===== src/rtl/apb_reg_pkg.sv =====
// Shared types and constants for the APB register completer.
package apb_reg_pkg;

    localparam int DATA_W       = 32;
    localparam int ADDR_W       = 8;
    localparam int IDX_ID       = 0;
    localparam int IDX_XFER_CNT = 1;

    localparam logic [DATA_W-1:0] ID_VALUE_DEFAULT = 32'hA5B0_0001;

    typedef enum logic {
        IDLE   = 1'b0,
        ACCESS = 1'b1
    } state_t;

endpackage


===== src/rtl/apb_regfile.sv =====
// Read/write word storage behind the APB completer. It covers indices 2..DEPTH-1.
// The write port is synchronous and the read port is combinational.
module apb_regfile
    import apb_reg_pkg::*;
#(
    parameter int DEPTH = 16
) (
    input  logic              i_clk,
    input  logic              i_rst_n,
    input  logic              i_we,
    input  logic [ADDR_W-1:0] i_addr,
    input  logic [DATA_W-1:0] i_wdata,
    output logic [DATA_W-1:0] o_rdata
);

    localparam int NW = DEPTH - 2;
    localparam int IW = $clog2(DEPTH);

    logic [DATA_W-1:0] r_mem [NW];
    logic [ADDR_W:0]   w_off;
    logic              w_hit;
    logic [IW-1:0]     w_idx;

    // Bus index 2 maps to storage slot 0. Indices outside the storage range miss.
    assign w_off = {1'b0, i_addr} - (ADDR_W+1)'(2);
    assign w_hit = (i_addr >= ADDR_W'(2)) && (w_off < (ADDR_W+1)'(NW));
    assign w_idx = w_off[IW-1:0];

    always_ff @(posedge i_clk) begin
        if (!i_rst_n) begin
            for (int i = 0; i < NW; i++) r_mem[i] <= '0;
        end else if (i_we && w_hit) begin
            r_mem[w_idx] <= i_wdata;
        end
    end

    assign o_rdata = w_hit ? r_mem[w_idx] : '0;

endmodule


===== src/rtl/apb_reg_completer.sv =====
// APB completer: ID word, transfer counter, RW register file, wait states, error response.
// The APB_WAIT_STATES_EN macro enables the programmable wait states. Without it, every transfer is zero-wait.
module apb_reg_completer
    import apb_reg_pkg::*;
#(
    parameter int                DEPTH    = 16,
    parameter logic [DATA_W-1:0] ID_VALUE = ID_VALUE_DEFAULT
) (
    input  logic              pclk_i,
    input  logic              presetn_i,
    input  logic              psel_i,
    input  logic              penable_i,
    input  logic [ADDR_W-1:0] paddr_i,
    input  logic              pwrite_i,
    input  logic [DATA_W-1:0] pwdata_i,
    input  logic [3:0]        wait_cfg_i,
    output logic [DATA_W-1:0] prdata_o,
    output logic              pready_o,
    output logic              pslverr_o
);

    state_t            r_state, w_state_nxt;
    logic [ADDR_W-1:0] r_addr;
    logic              r_write;
    logic [DATA_W-1:0] r_xfer_cnt;
    logic              w_setup, w_ready, w_wait_zero, w_err, w_we;
    logic [DATA_W-1:0] w_rf_rdata, w_rdata;

    assign w_setup = (r_state == IDLE) && psel_i && !penable_i;

`ifdef APB_WAIT_STATES_EN
    logic [3:0] r_wait_cnt, w_wait_nxt;
    assign w_wait_zero = (r_wait_cnt == 4'd0);
`else
    logic w_unused_cfg;
    assign w_unused_cfg = ^wait_cfg_i;
    assign w_wait_zero  = 1'b1;
`endif

    always_comb begin
        w_state_nxt = r_state;
        w_ready     = 1'b0;
`ifdef APB_WAIT_STATES_EN
        w_wait_nxt  = r_wait_cnt;
`endif
        case (r_state)
            IDLE: begin
                if (psel_i && !penable_i) begin
                    w_state_nxt = ACCESS;
`ifdef APB_WAIT_STATES_EN
                    w_wait_nxt  = wait_cfg_i;
`endif
                end
            end
            ACCESS: begin
                if (!psel_i) begin
                    w_state_nxt = IDLE;
                end else if (penable_i) begin
                    if (w_wait_zero) begin
                        w_ready     = 1'b1;
                        w_state_nxt = IDLE;
                    end
`ifdef APB_WAIT_STATES_EN
                    else begin
                        w_wait_nxt = r_wait_cnt - 4'd1;
                    end
`endif
                end
            end
            default: w_state_nxt = IDLE;
        endcase
    end

    always_ff @(posedge pclk_i) begin
        if (!presetn_i) begin
            r_state    <= IDLE;
            r_addr     <= '0;
            r_write    <= 1'b0;
            r_xfer_cnt <= '0;
`ifdef APB_WAIT_STATES_EN
            r_wait_cnt <= '0;
`endif
        end else begin
            r_state <= w_state_nxt;
`ifdef APB_WAIT_STATES_EN
            r_wait_cnt <= w_wait_nxt;
`endif
            if (w_setup) begin
                r_addr  <= paddr_i;
                r_write <= pwrite_i;
            end
            if (pready_o) r_xfer_cnt <= r_xfer_cnt + 1'b1;
        end
    end

    // Out-of-range indices and writes to the two read-only words complete with an error.
    assign w_err = ({1'b0, r_addr} >= (ADDR_W+1)'(DEPTH)) ||
                   (r_write && (r_addr <= ADDR_W'(IDX_XFER_CNT)));
    assign w_we  = pready_o && r_write && !w_err;

    apb_regfile #(.DEPTH(DEPTH)) u_regfile (
        .i_clk   (pclk_i),
        .i_rst_n (presetn_i),
        .i_we    (w_we),
        .i_addr  (r_addr),
        .i_wdata (pwdata_i),
        .o_rdata (w_rf_rdata)
    );

    always_comb begin
        case (r_addr)
            ADDR_W'(IDX_ID):       w_rdata = ID_VALUE;
            ADDR_W'(IDX_XFER_CNT): w_rdata = r_xfer_cnt;
            default:               w_rdata = w_rf_rdata;
        endcase
    end

    // Gating with reset keeps a transfer that is cut off by reset from completing on the bus.
    assign pready_o  = w_ready && presetn_i;
    assign pslverr_o = pready_o && w_err;
    assign prdata_o  = (pready_o && !r_write && !w_err) ? w_rdata : '0;

endmodule


===== config.mk =====
export PLATFORM = sky130hd
export DESIGN_NAME = apb_reg_completer
export DESIGN_NICKNAME = d
export VERILOG_FILES = /design/src/rtl/apb_reg_pkg.sv /design/src/rtl/apb_regfile.sv /design/src/rtl/apb_reg_completer.sv
export SDC_FILE = /design/constraint.sdc
export NUM_CORES = 1
export LEC_CHECK = 0
export BUFFER_PORTS_ARGS = -buffer_cell sky130_fd_sc_hd__clkbuf_2
export CAP_MARGIN = 10
export CORE_UTILIZATION = 35
export CTS_BUF_LIST = sky130_fd_sc_hd__clkbuf_4
export DETAILED_ROUTE_END_ITERATION = 10
export HOLD_SLACK_MARGIN = 0.05
export SETUP_SLACK_MARGIN = 0.15
export SYNTH_ARGS = -nofsm -noshare
export SYNTH_HDL_FRONTEND = slang
export SYNTH_SLANG_ARGS = --single-unit

===== constraint.sdc =====
create_clock -name pclk_i -period 5.5 [get_ports pclk_i]
set_input_delay 0.275 -clock pclk_i [delete_from_list [all_inputs] [get_ports pclk_i]]
set_output_delay 0.275 -clock pclk_i [all_outputs]
set_load 0.02 [all_outputs]

==> out/qor.txt, run 1 <==
Non-Filler Instances - 3041
Remaining DRCs - 0
unrepaired setup endpoints after global routing - no
clock slew at the register clock pins of the worst setup and hold paths - 70 ps
adder-cell share of the synthesized area - 0.001472
commonest cells after routing, fill and taps aside - edfxtp_1, nor4_1, clkbuf_4
multiplexer share of the synthesized area - 0.1258
worst-case reg-to-reg path depth - 8
wire length of the first global-routing pass - 117100 µm
area overhead of the layout relative to synthesis - 16.99%
delay of the slowest cell on the worst path - 550 ps
pre-CTS WS - 1261 ps
power per standard cell area - 314.8 nW/µm²
count of mapped cells out of synthesis - 1819
P_leak - 9.676 nW
detailed-route vias per instance - 6.015
final critical-path share of the clock period - 0.8943
worst ir drop on vdd - 0.0001308 V
vias post-DR - 18290
worst reg2reg path endpoint - u_regfile.r_mem[2][1]$_SDFFCE_PN0P_
total of max-cap violations - 0
final setup TNS - 0 ps
Core Rows - 98
final cell utilization of the core - 0.4153
max-slew headroom at the worst pin - 0.1808
synthesized area - 25510 µm²
worst slew pin tran - 1227 ps
area share of and/or/nand/nor cells after synthesis - 0.1654
setup slack after layout - 581.4 ps
highest clock frequency the design can meet - 0.2033 GHz
WL/cell - 25.84 µm
number of flops mapped to enable cells by yosys - 512
root buffer cell - clkbuf_4
number of search-and-repair iterations in the first detailed-routing pass - 6
total count of hold-check failures in the final report - 0
Layout Skew - 70.23 ps
buffers from clock root to sink, at most - 3
worst endpoint data arrival time - 4640 ps
Min-Delay Path Depth - 2
number of nets in the final layout - 2040
Async S/R FF share, synth - 0
antenna violations before repair - 5
crit path cell chain - inv_1, ha_1, xor2_4, buf_12, buf_12, mux4_2, mux2_2, o21ai_0, o21ai_0, clkbuf_2
required time of the critical path - 5220 ps
effective utilization at floorplan - 0.3550
H-tree depth - 4
number of global-route vias before repair - 18480
reg2reg start - r_addr[1]$_SDFFE_PN0P_
critical hold path startpoint - pwdata_i[14]
CTS tree - done
buffers plus inverters on the worst setup path - 4
io pins - 83
sinks on the clock net - 554
count of buffers from port buffering - 78
min Tclk post-route - 4919 ps
vertical extent of the die - 272.0 µm
DP Area - 26980 µm²
critical path's slowest cell - dfxtp_4
worst hold path type - input port to flop
number of library cell types mapped by synthesis - 51
top cell family by delay on the critical path - buffers and inverters
register-to-register setup slack - 1420 ps
most common cell after layout, fill and taps aside - edfxtp_1
area fraction in compound gates after synthesis - 0.02703
part of the Yosys area used for sequential elements - 0.6358
clock latency on the worst-skew pair - 960 ps
maximum net fanout on the critical path - 76
number of cells after detailed placement - 2695
summed area of non-filler cells in the final layout - 29840 µm²
Final Setup Violations - 0
1st-iter DRT viols - 1976
width of the die - 272.0 µm
area of the die - 73960 µm²
run status - complete, no violations
number of max-slew violations in the final report - 0
HPWL after DPL - 43660 µm
critical path capture point type - output pin
routability-driven placement congestion ratio - 0.8478
clock buffers created by TritonCTS - 146
total core area - 71850 µm²
terminating pin of the worst hold path - u_regfile.r_mem[15][14]$_DFFE_PP_
register bit count reported by yosys - 554
antenna-violating nets left - 0
overall routing resource usage - 0.2140
dominant combinational cell family by area after synthesis - simple AND/OR/NAND/NOR gates
most common flop cell mapped by yosys - edfxtp_1
XOR/XNOR share of the synthesized area - 0.006181
final WL - 78580 µm
warnings from Yosys - 0
Crit Path Category - flop to output pin
share of layout cells above drive strength 1 - 0.2749
grt total ovfl - 0
largest net degree at the start of global routing - 130
Mapped Avg Cell Area - 14.02 µm²
Setup crit start kind - flop
number of nets in the synthesized netlist - 1871
==> cells in the mapped netlist, types with 2 or more instances <==
master / instances / area share
xnor2_1: 10 / 0.0034
buf_6: 3 / 0.0013
and2_1: 2 / 0.00049
nor2_2: 9 / 0.0022
inv_1: 8 / 0.0012
nor2_1: 38 / 0.0056
buf_1: 13 / 0.0019
buf_2: 68 / 0.013
and3_1: 3 / 0.00074
mux2i_1: 27 / 0.011
a221o_1: 19 / 0.0075
mux4_2: 128 / 0.11
nor2_4: 10 / 0.0044
clkbuf_1: 133 / 0.020
nand3_1: 19 / 0.0037
xor2_1: 8 / 0.0027
o31ai_1: 7 / 0.0021
or2_2: 5 / 0.0012
o211ai_1: 2 / 0.00059
nor3_1: 6 / 0.0012
nor3b_1: 3 / 0.00088
or3_1: 10 / 0.0025
and4_1: 4 / 0.0014
ha_1: 3 / 0.0015
dfxtp_1: 42 / 0.033
nand4_1: 9 / 0.0022
nand2b_1: 3 / 0.00074
edfxtp_1: 512 / 0.60
a21oi_1: 30 / 0.0059
o21ai_0: 27 / 0.0053
o221ai_1: 8 / 0.0027
nand2_1: 194 / 0.029
nor4_1: 428 / 0.10
o41ai_1: 7 / 0.0024
mux2_2: 5 / 0.0022
==> flip-flops by register name, summed over array words and instances, names as in the netlist <==
| name | count |
|---|---|
| r_addr | 8 |
| r_state | 1 |
| r_write | 1 |
| r_xfer_cnt | 32 |
| u_regfile.r_mem | 512 |
==> worst register-to-register path: stages (launching register included) <==
cell and delay (ps):
dfxtp_4 440, inv_1 210, ha_1 530, nor2b_1 90, o21a_1 260, or3_4 650
or3_2 640, o21ai_4 560, buf_12 320
==> metrics by stage <==
step	hold slack (ps)	power [mW]
2_1_floorplan	350.8	5.348
3_3_place_gp	445.8	5.655
3_5_place_dp	453.8	5.676
4_1_cts	51.23	9.460
5_1_grt	110.7	9.748
6_report	190.9	9.392
==> kinds of logic after synthesis <==
group	after synthesis
buffers and inverters	228
muxes	160
adders and majority gates	3
AOI/OAI and AO/OA	102
and+or+nand+nor	754
xor gates and xnor gates	18
DFF	554
==> repair_timing <==
item / 4_1_cts / 5_1_grt
setup endpoints to repair: 1 / 3
hold buffers: 91 / 0
hold endpoints to repair: 552 / 0
pin swaps: 0 / 1
buffers inserted: 0 / 3
gates resized for setup: 0 / 1
gates cloned: 1 / 0
==> final cells by class <==
class,count,area (µm²)
inverters,9,35.03
flip-flops and latches,554,16220
diodes,3,7.507
clock inverters,22,192.7
multi-input cells,1038,8556
repair buffers,239,1939
clock buffers,226,1697
fillers,6691,42020
well taps,950,1189
==> how the worst max path moves through the flow <==
stage | slack (ps) | from | endpoint | cells after the start
6_report | 580 | r_addr[1]$_SDFFE_PN0P_ | prdata_o[22] | 10
3_5_place_dp | 1260 | r_addr[1]$_SDFFE_PN0P_ | prdata_o[20] | 9
5_1_grt | 400 | r_addr[1]$_SDFFE_PN0P_ | prdata_o[20] | 10
2_1_floorplan | -410 | r_addr[1]$_SDFFE_PN0P_ | u_regfile.r_mem[0][0]$_SDFFCE_PN0P_ | 10
3_3_place_gp | 1320 | r_addr[1]$_SDFFE_PN0P_ | prdata_o[20] | 9
4_1_cts | 190 | r_addr[1]$_SDFFE_PN0P_ | prdata_o[20] | 9
==> where the power goes <==
| part | switching, mW | internal [mW] |
|---|---|---|
| sequential | 0.0410 | 4.70 |
| clock | 1.69 | 2.04 |
| combinational | 0.637 | 0.283 |
| total | 2.37 | 7.02 |
==> layer usage <==
layer / global-route usage / share of wire / vias to the layer above
li1: - / - / 7864
met1: 0.2871 / 0.40 / 9231
met2: 0.3296 / 0.47 / 1079
met3: 0.06004 / 0.11 / 115
met4: 0.08087 / 0.022 / 2
met5: 0 / 0.00017 / -
(Power assumes the default switching activity.)
==> inputs of run 2 (changes only) <==
- CORE_ASPECT_RATIO: not set -> 2
==> run 2 against run 1 <==
Fmax up 1.1%. The run now ends with design-rule violations left. Critical endpoint unchanged. Die area about the same. Non-clock buffer count down 32. Critical path depth down 3. Design area down 2.2%. Routed wire length up 3.2%.
==> out/qor.txt, run 2 (synthesized netlist as in run 1, its figures left out) <==
detailed-route vias per instance - 6.085
effective utilization at floorplan - 0.3542
routability-driven placement congestion ratio - 0.8139
Crit Path Category - flop to output pin
number of max-slew violations in the final report - 0
antenna-violating nets left - 0
flip-flop count of the largest register, all copies and words added - 512
Layout Skew - 90.69 ps
power per standard cell area - 305.0 nW/µm²
unrepaired setup endpoints after global routing - no
1st-iter DRT viols - 1440
final setup TNS - 0 ps
count of buffers from port buffering - 78
critical path capture point type - output pin
worst hold path type - input port to flop
share of total power in sequential cells - 0.532
number of search-and-repair iterations in the first detailed-routing pass - 11
total core area - 72000 µm²
Switching Share - 0.2563
io pins - 83
worst slew pin tran - 1181 ps
max-slew headroom at the worst pin - 0.2129
register containing the most flip-flops in the final layout - u_regfile.r_mem
total count of hold-check failures in the final report - 0
Remaining DRCs - 8
total of max-cap violations - 0
post-route met1 wirelength - 27610 µm
delay of the slowest cell on the worst path - 750 ps
overall routing resource usage - 0.2226
commonest cells after routing, fill and taps aside - edfxtp_1, nor4_1, nand2_1
WL/cell - 27.58 µm
required time of the critical path - 5220 ps
sinks on the clock net - 554
Core Rows - 139
routed length on met3 - 5603 µm
clock slew at the register clock pins of the worst setup and hold paths - 80 ps
top flop regs - u_regfile.r_mem (512), r_xfer_cnt (32), r_addr (8)
wire length of the first global-routing pass - 118400 µm
clock latency on the worst-skew pair - 930 ps
highest clock frequency the design can meet - 0.2055 GHz
H-tree depth - 3
most common cell after layout, fill and taps aside - edfxtp_1
pre-CTS WS - 1414 ps
clock buffers created by TritonCTS - 117
top cell family by delay on the critical path - buffers and inverters
width of the die - 192.9 µm
fill cell count - 6707
clock power share - 0.366
crit path cell chain - buf_12, buf_4, mux4_2, mux2_2, o21ai_0, o21ai_0, clkbuf_2
CTS tree - done
share of layout cells above drive strength 1 - 0.2609
final critical-path share of the clock period - 0.8849
violations in the final reports - design-rule violations
number of gates resized after CTS - 0
grt total ovfl - 0
wire length on met2 - 43320 µm
maximum net fanout on the critical path - 93
number of cells after detailed placement - 2662
final WL - 81070 µm
vias post-DR - 17890
area of the die - 74020 µm²
P_leak - 9.350 nW
hold slack - 164.1 ps
critical path's slowest cell - buf_4
vertical extent of the die - 383.8 µm
setup slack after layout - 633.1 ps
most numerous cell on the critical path - o21ai_0
root buffer cell - clkbuf_4
number of nets in the final layout - 1978
Final Setup Violations - 0
largest net degree at the start of global routing - 131
Net Switching - 2.281 mW
final cell utilization of the core - 0.4052
relative contribution of combinational cells to total power - 0.102
antenna violations before repair - 13
worst endpoint data arrival time - 4590 ps
number of global-route vias before repair - 18540
Non-Filler Instances - 2939
buffers from clock root to sink, at most - 3
min Tclk post-route - 4867 ps
HPWL after DPL - 48830 µm
worst ir drop on vdd - 0.0001376 V
cell internal power dissipation - 6.619 mW
uppermost signal routing layer after detailed routing - met5
buffers plus inverters on the worst setup path - 3
run status - complete, but fails checks
number of buffers added for setup after CTS - 0
area overhead of the layout relative to synthesis - 14.39%
Setup crit start kind - flop
[run 2: path summary, 6_finish.rpt]
path	slack, ps	end	start	depth (start not counted)
worst min register to register	470	r_xfer_cnt[31]$_SDFFE_PN0P_	r_xfer_cnt[31]$_SDFFE_PN0P_	1
worst max-delay path	630	prdata_o[22]	r_addr[1]$_SDFFE_PN0P_	7
worst min-delay path	160	u_regfile.r_mem[15][9]$_DFFE_PP_	pwdata_i[9]	2
worst max register to register	1300	u_regfile.r_mem[2][11]$_SDFFCE_PN0P_	r_addr[1]$_SDFFE_PN0P_	8
[run 2: power groups by stage]
stage                     clock, mW  sequential, mW  combinational, mW
after floorplan                   0            4.82              0.527
after global placement            0            4.82              0.847
after detailed placement          0            4.83              0.861
after CTS                      3.33            4.73              0.905
after global routing           3.51            4.74              0.952
final                          3.26            4.73              0.904
[run 2: metrics by stage]
| stage | total power, mW | instance area (µm²) |
|---|---|---|
| floorplan | 5.348 | 25510 |
| global placement | 5.665 | 26970 |
| detailed placement | 5.690 | 26970 |
| CTS | 8.965 | 29160 |
| global route | 9.202 | 29180 |
| finish | 8.900 | 29180 |
[run 2: per-layer routing]
layer,up-vias,track usage
li1,7755,-
met4,4,0.1395
met3,224,0.04449
met2,905,0.3935
met1,8997,0.2391
met5,-,0
[run 2: repair_timing]
item | in CTS | in global routing
endpoints found under the hold margin | 530 | 0
endpoints found under the setup margin | 0 | 0
hold buffers | 61 | 0
[run 2: final cells by class]
cell class                 instances  area (µm²)  share of cell area
sequential                       554       16220              0.5560
clock inverter                    32       245.2            0.008405
multi-input combinational       1037        8544              0.2929
clock buffer                     177        1329             0.04554
timing repair buffer             207        1637             0.05609
tap                              916        1146             0.03928
antenna                            7       17.52           0.0006004
inverter                           9       35.03            0.001201
==> inputs of run 3 (changes only) <==
- ABC_AREA: not set -> 1
==> run 3 against run 2 <==
The run now ends clean. Synthesized cell count increased by 75%. Clock-buffer cell count down 18. Flip-flop and latch count is the same. Total power about the same. Sequential power hardly changed.
==> out/qor.txt, run 3 <==
register bit count reported by yosys - 554
required time of the critical path - 5220 ps
delay of the slowest cell on the worst path - 850 ps
crit path cell chain - inv_4, ha_1, inv_1, nand2_1, nand2_1, inv_1, nor2_4, buf_4, nand2_1, nand2_1, inv_1, nand2_1, a21oi_1, clkbuf_2
CTS tree - done
dominant combinational cell family by area after synthesis - simple AND/OR/NAND/NOR gates
synth cell count leaders - nand2_1, nor2_1, edfxtp_1, inv_1, clkbuf_1
P_leak - 13.68 nW
register containing the most flip-flops in the final layout - u_regfile.r_mem
clock latency on the worst-skew pair - 950 ps
adder-cell share of the synthesized area - 0.001391
io pins - 83
total of max-cap violations - 0
width of the die - 198.4 µm
Net Switching - 2.353 mW
most common flop cell mapped by yosys - edfxtp_1
detailed-route vias per instance - 4.673
number of cells after detailed placement - 4149
worst hold path type - input port to flop
power per standard cell area - 290.2 nW/µm²
share of layout cells above drive strength 1 - 0.09588
antenna violations before repair - 2
critical path capture point type - output pin
worst endpoint data arrival time - 4480 ps
overall routing resource usage - 0.1878
most common cell after layout, fill and taps aside - nand2_1
XOR/XNOR share of the synthesized area - 0.0009735
setup slack after layout - 749.3 ps
clock buffers created by TritonCTS - 116
number of nets in the final layout - 3387
routability-driven placement congestion ratio - 0.8164
worst ir drop on vdd - 0.0001542 V
Crit Path Category - flop to output pin
maximum net fanout on the critical path - 58
Async S/R FF share, synth - 0
count of buffers from port buffering - 78
most numerous cell on the critical path - nand2_1
Setup crit start kind - flop
part of the Yosys area used for sequential elements - 0.6008
max-slew headroom at the worst pin - 0.3289
final WL - 71870 µm
antenna-violating nets left - 0
count of mapped cells out of synthesis - 3192
number of flops mapped to enable cells by yosys - 512
number of gates resized after CTS - 0
share of total power in sequential cells - 0.533
Core Rows - 143
number of search-and-repair iterations in the first detailed-routing pass - 5
min Tclk post-route - 4751 ps
vias post-DR - 20750
Remaining DRCs - 0
share of Yosys cell area claimed by the top area cell type - 0.5697
top flop regs - u_regfile.r_mem (512), r_xfer_cnt (32), r_addr (8)
unrepaired setup endpoints after global routing - no
multiplexer share of the synthesized area - 0
highest clock frequency the design can meet - 0.2105 GHz
total count of hold-check failures in the final report - 0
fill cell count - 7861
largest cells by area after synthesis - edfxtp_1, nand2_1, nor2_1, inv_1, dfxtp_1
Final Setup Violations - 0
sinks on the clock net - 554
number of nets in the synthesized netlist - 3244
Non-Filler Instances - 4440
largest net degree at the start of global routing - 196
H-tree depth - 3
Layout Skew - 67.79 ps
final setup TNS - 0 ps
area of the die - 78300 µm²
synthesized area - 26990 µm²
WL/cell - 16.19 µm
worst slew pin tran - 1007 ps
root buffer cell - clkbuf_4
number of global-route vias before repair - 20500
critical path's slowest cell - dfxtp_4
run status - complete, no violations
number of max-slew violations in the final report - 0
Mapped Avg Cell Area - 8.455 µm²
clock power share - 0.356
effective utilization at floorplan - 0.3541
hold slack - 124.7 ps
number of library cell types mapped by synthesis - 31
commonest cells after routing, fill and taps aside - nand2_1, nor2_1, edfxtp_1
area fraction in compound gates after synthesis - 0.04131
warnings from Yosys - 0
Synth area leader - edfxtp_1
cell internal power dissipation - 6.544 mW
flip-flop count of the largest register, all copies and words added - 512
final critical-path share of the clock period - 0.8638
vertical extent of the die - 394.7 µm
relative contribution of combinational cells to total power - 0.110
buffers from clock root to sink, at most - 3
wire length of the first global-routing pass - 111800 µm
HPWL after DPL - 45200 µm
Switching Share - 0.2645
area share of and/or/nand/nor cells after synthesis - 0.2632
grt total ovfl - 0
area overhead of the layout relative to synthesis - 13.58%
clock slew at the register clock pins of the worst setup and hold paths - 70 ps
total core area - 76220 µm²
1st-iter DRT viols - 1099
number of buffers added for setup after CTS - 0
pre-CTS WS - 1375 ps
top-count cell post-synth - nand2_1
## run 3: cell types whose count changed in the layout (fill, tap and decap cells not counted), moves of 19 or more
| cell | previous run | this run |
|---|---|---|
| nand2_1 | 192 | 956 |
| nor2_1 | 38 | 727 |
| inv_1 | 7 | 443 |
| nor4_1 | 427 | 0 |
| mux4_2 | 128 | 0 |
| o21ai_0 | 25 | 105 |
| o21bai_1 | 0 | 36 |
| nand4_1 | 9 | 39 |
| mux2i_1 | 27 | 0 |
| a21oi_1 | 30 | 55 |
| dlygate4sd3_1 | 61 | 83 |
| a221o_1 | 19 | 0 |
## run 3: final timing paths
kind                                             start                                 to  slack [ps]  cells past startpoint
worst min register to register  r_addr[7]$_SDFFE_PN0P_             r_addr[7]$_SDFFE_PN0P_         450                      2
worst min-delay path                      pwdata_i[16]  u_regfile.r_mem[14][16]$_DFFE_PP_         120                      2
worst max-delay path            r_addr[1]$_SDFFE_PN0P_                        prdata_o[3]         750                     14
worst max register to register  r_addr[1]$_SDFFE_PN0P_  u_regfile.r_mem[15][11]$_DFFE_PP_        1400                     11
## run 3: metal layers
metal	vias up	GRT usage	routed length, µm
met1	9821	0.2069	27860
met3	136	0.03213	3664
met2	530	0.3494	38250
met4	0	0.07627	2090
met5	-	0	0
li1	10260	-	-
## run 3: per-stage QoR
stage | cell area [µm²] | power (mW) | utilization
2_1_floorplan | 26990 | 5.457 | -
3_3_place_gp | 28300 | 5.772 | 0.3713
3_5_place_dp | 28300 | 5.786 | 0.3713
4_1_cts | 30650 | 9.000 | 0.4021
5_1_grt | 30660 | 9.307 | 0.4022
6_report | 30660 | 8.897 | 0.4022
## run 3: power groups by stage
stage               clock network, mW  registers (mW)  logic (mW)
finish                           3.17            4.75       0.983
global route                     3.44            4.76        1.11
CTS                              3.26            4.75       0.996
detailed placement                  0            4.84       0.946
global placement                    0            4.84       0.936
floorplan                           0            4.82       0.638
## run 3: layout make-up
| class | instances | area [µm²] | share of cell area |
|---|---|---|---|
| clock buffers | 159 | 1194 | 0.03894 |
| multi-input cells | 2002 | 8319 | 0.2714 |
| flip-flops and latches | 554 | 16220 | 0.5292 |
| clock inverters | 45 | 317.8 | 0.01037 |
| repair buffers | 212 | 1629 | 0.05314 |
| well taps | 1015 | 1270 | 0.04143 |
| diodes | 4 | 10.01 | 0.0003265 |
| inverters | 449 | 1693 | 0.05522 |
## run 3: cells by family after synthesis
family | Yosys count
xor+xnor | 3
flops | 554
compound gates | 203
fa+ha+maj | 3
simple gates | 1793
buf+inv | 636
## run 3: critical path, delay by kind of cell (launching register included)
kind	cells	cell delay, ps
flops	1	850
buf+inv	6	1180
compound gates	1	90
simple gates	6	1060
fa+ha+maj	1	320
## run 3: timing repair
action | in CTS | in global routing
hold buffers | 83 | 0
setup endpoints to repair | 0 | 0
hold endpoints to repair | 540 | 0
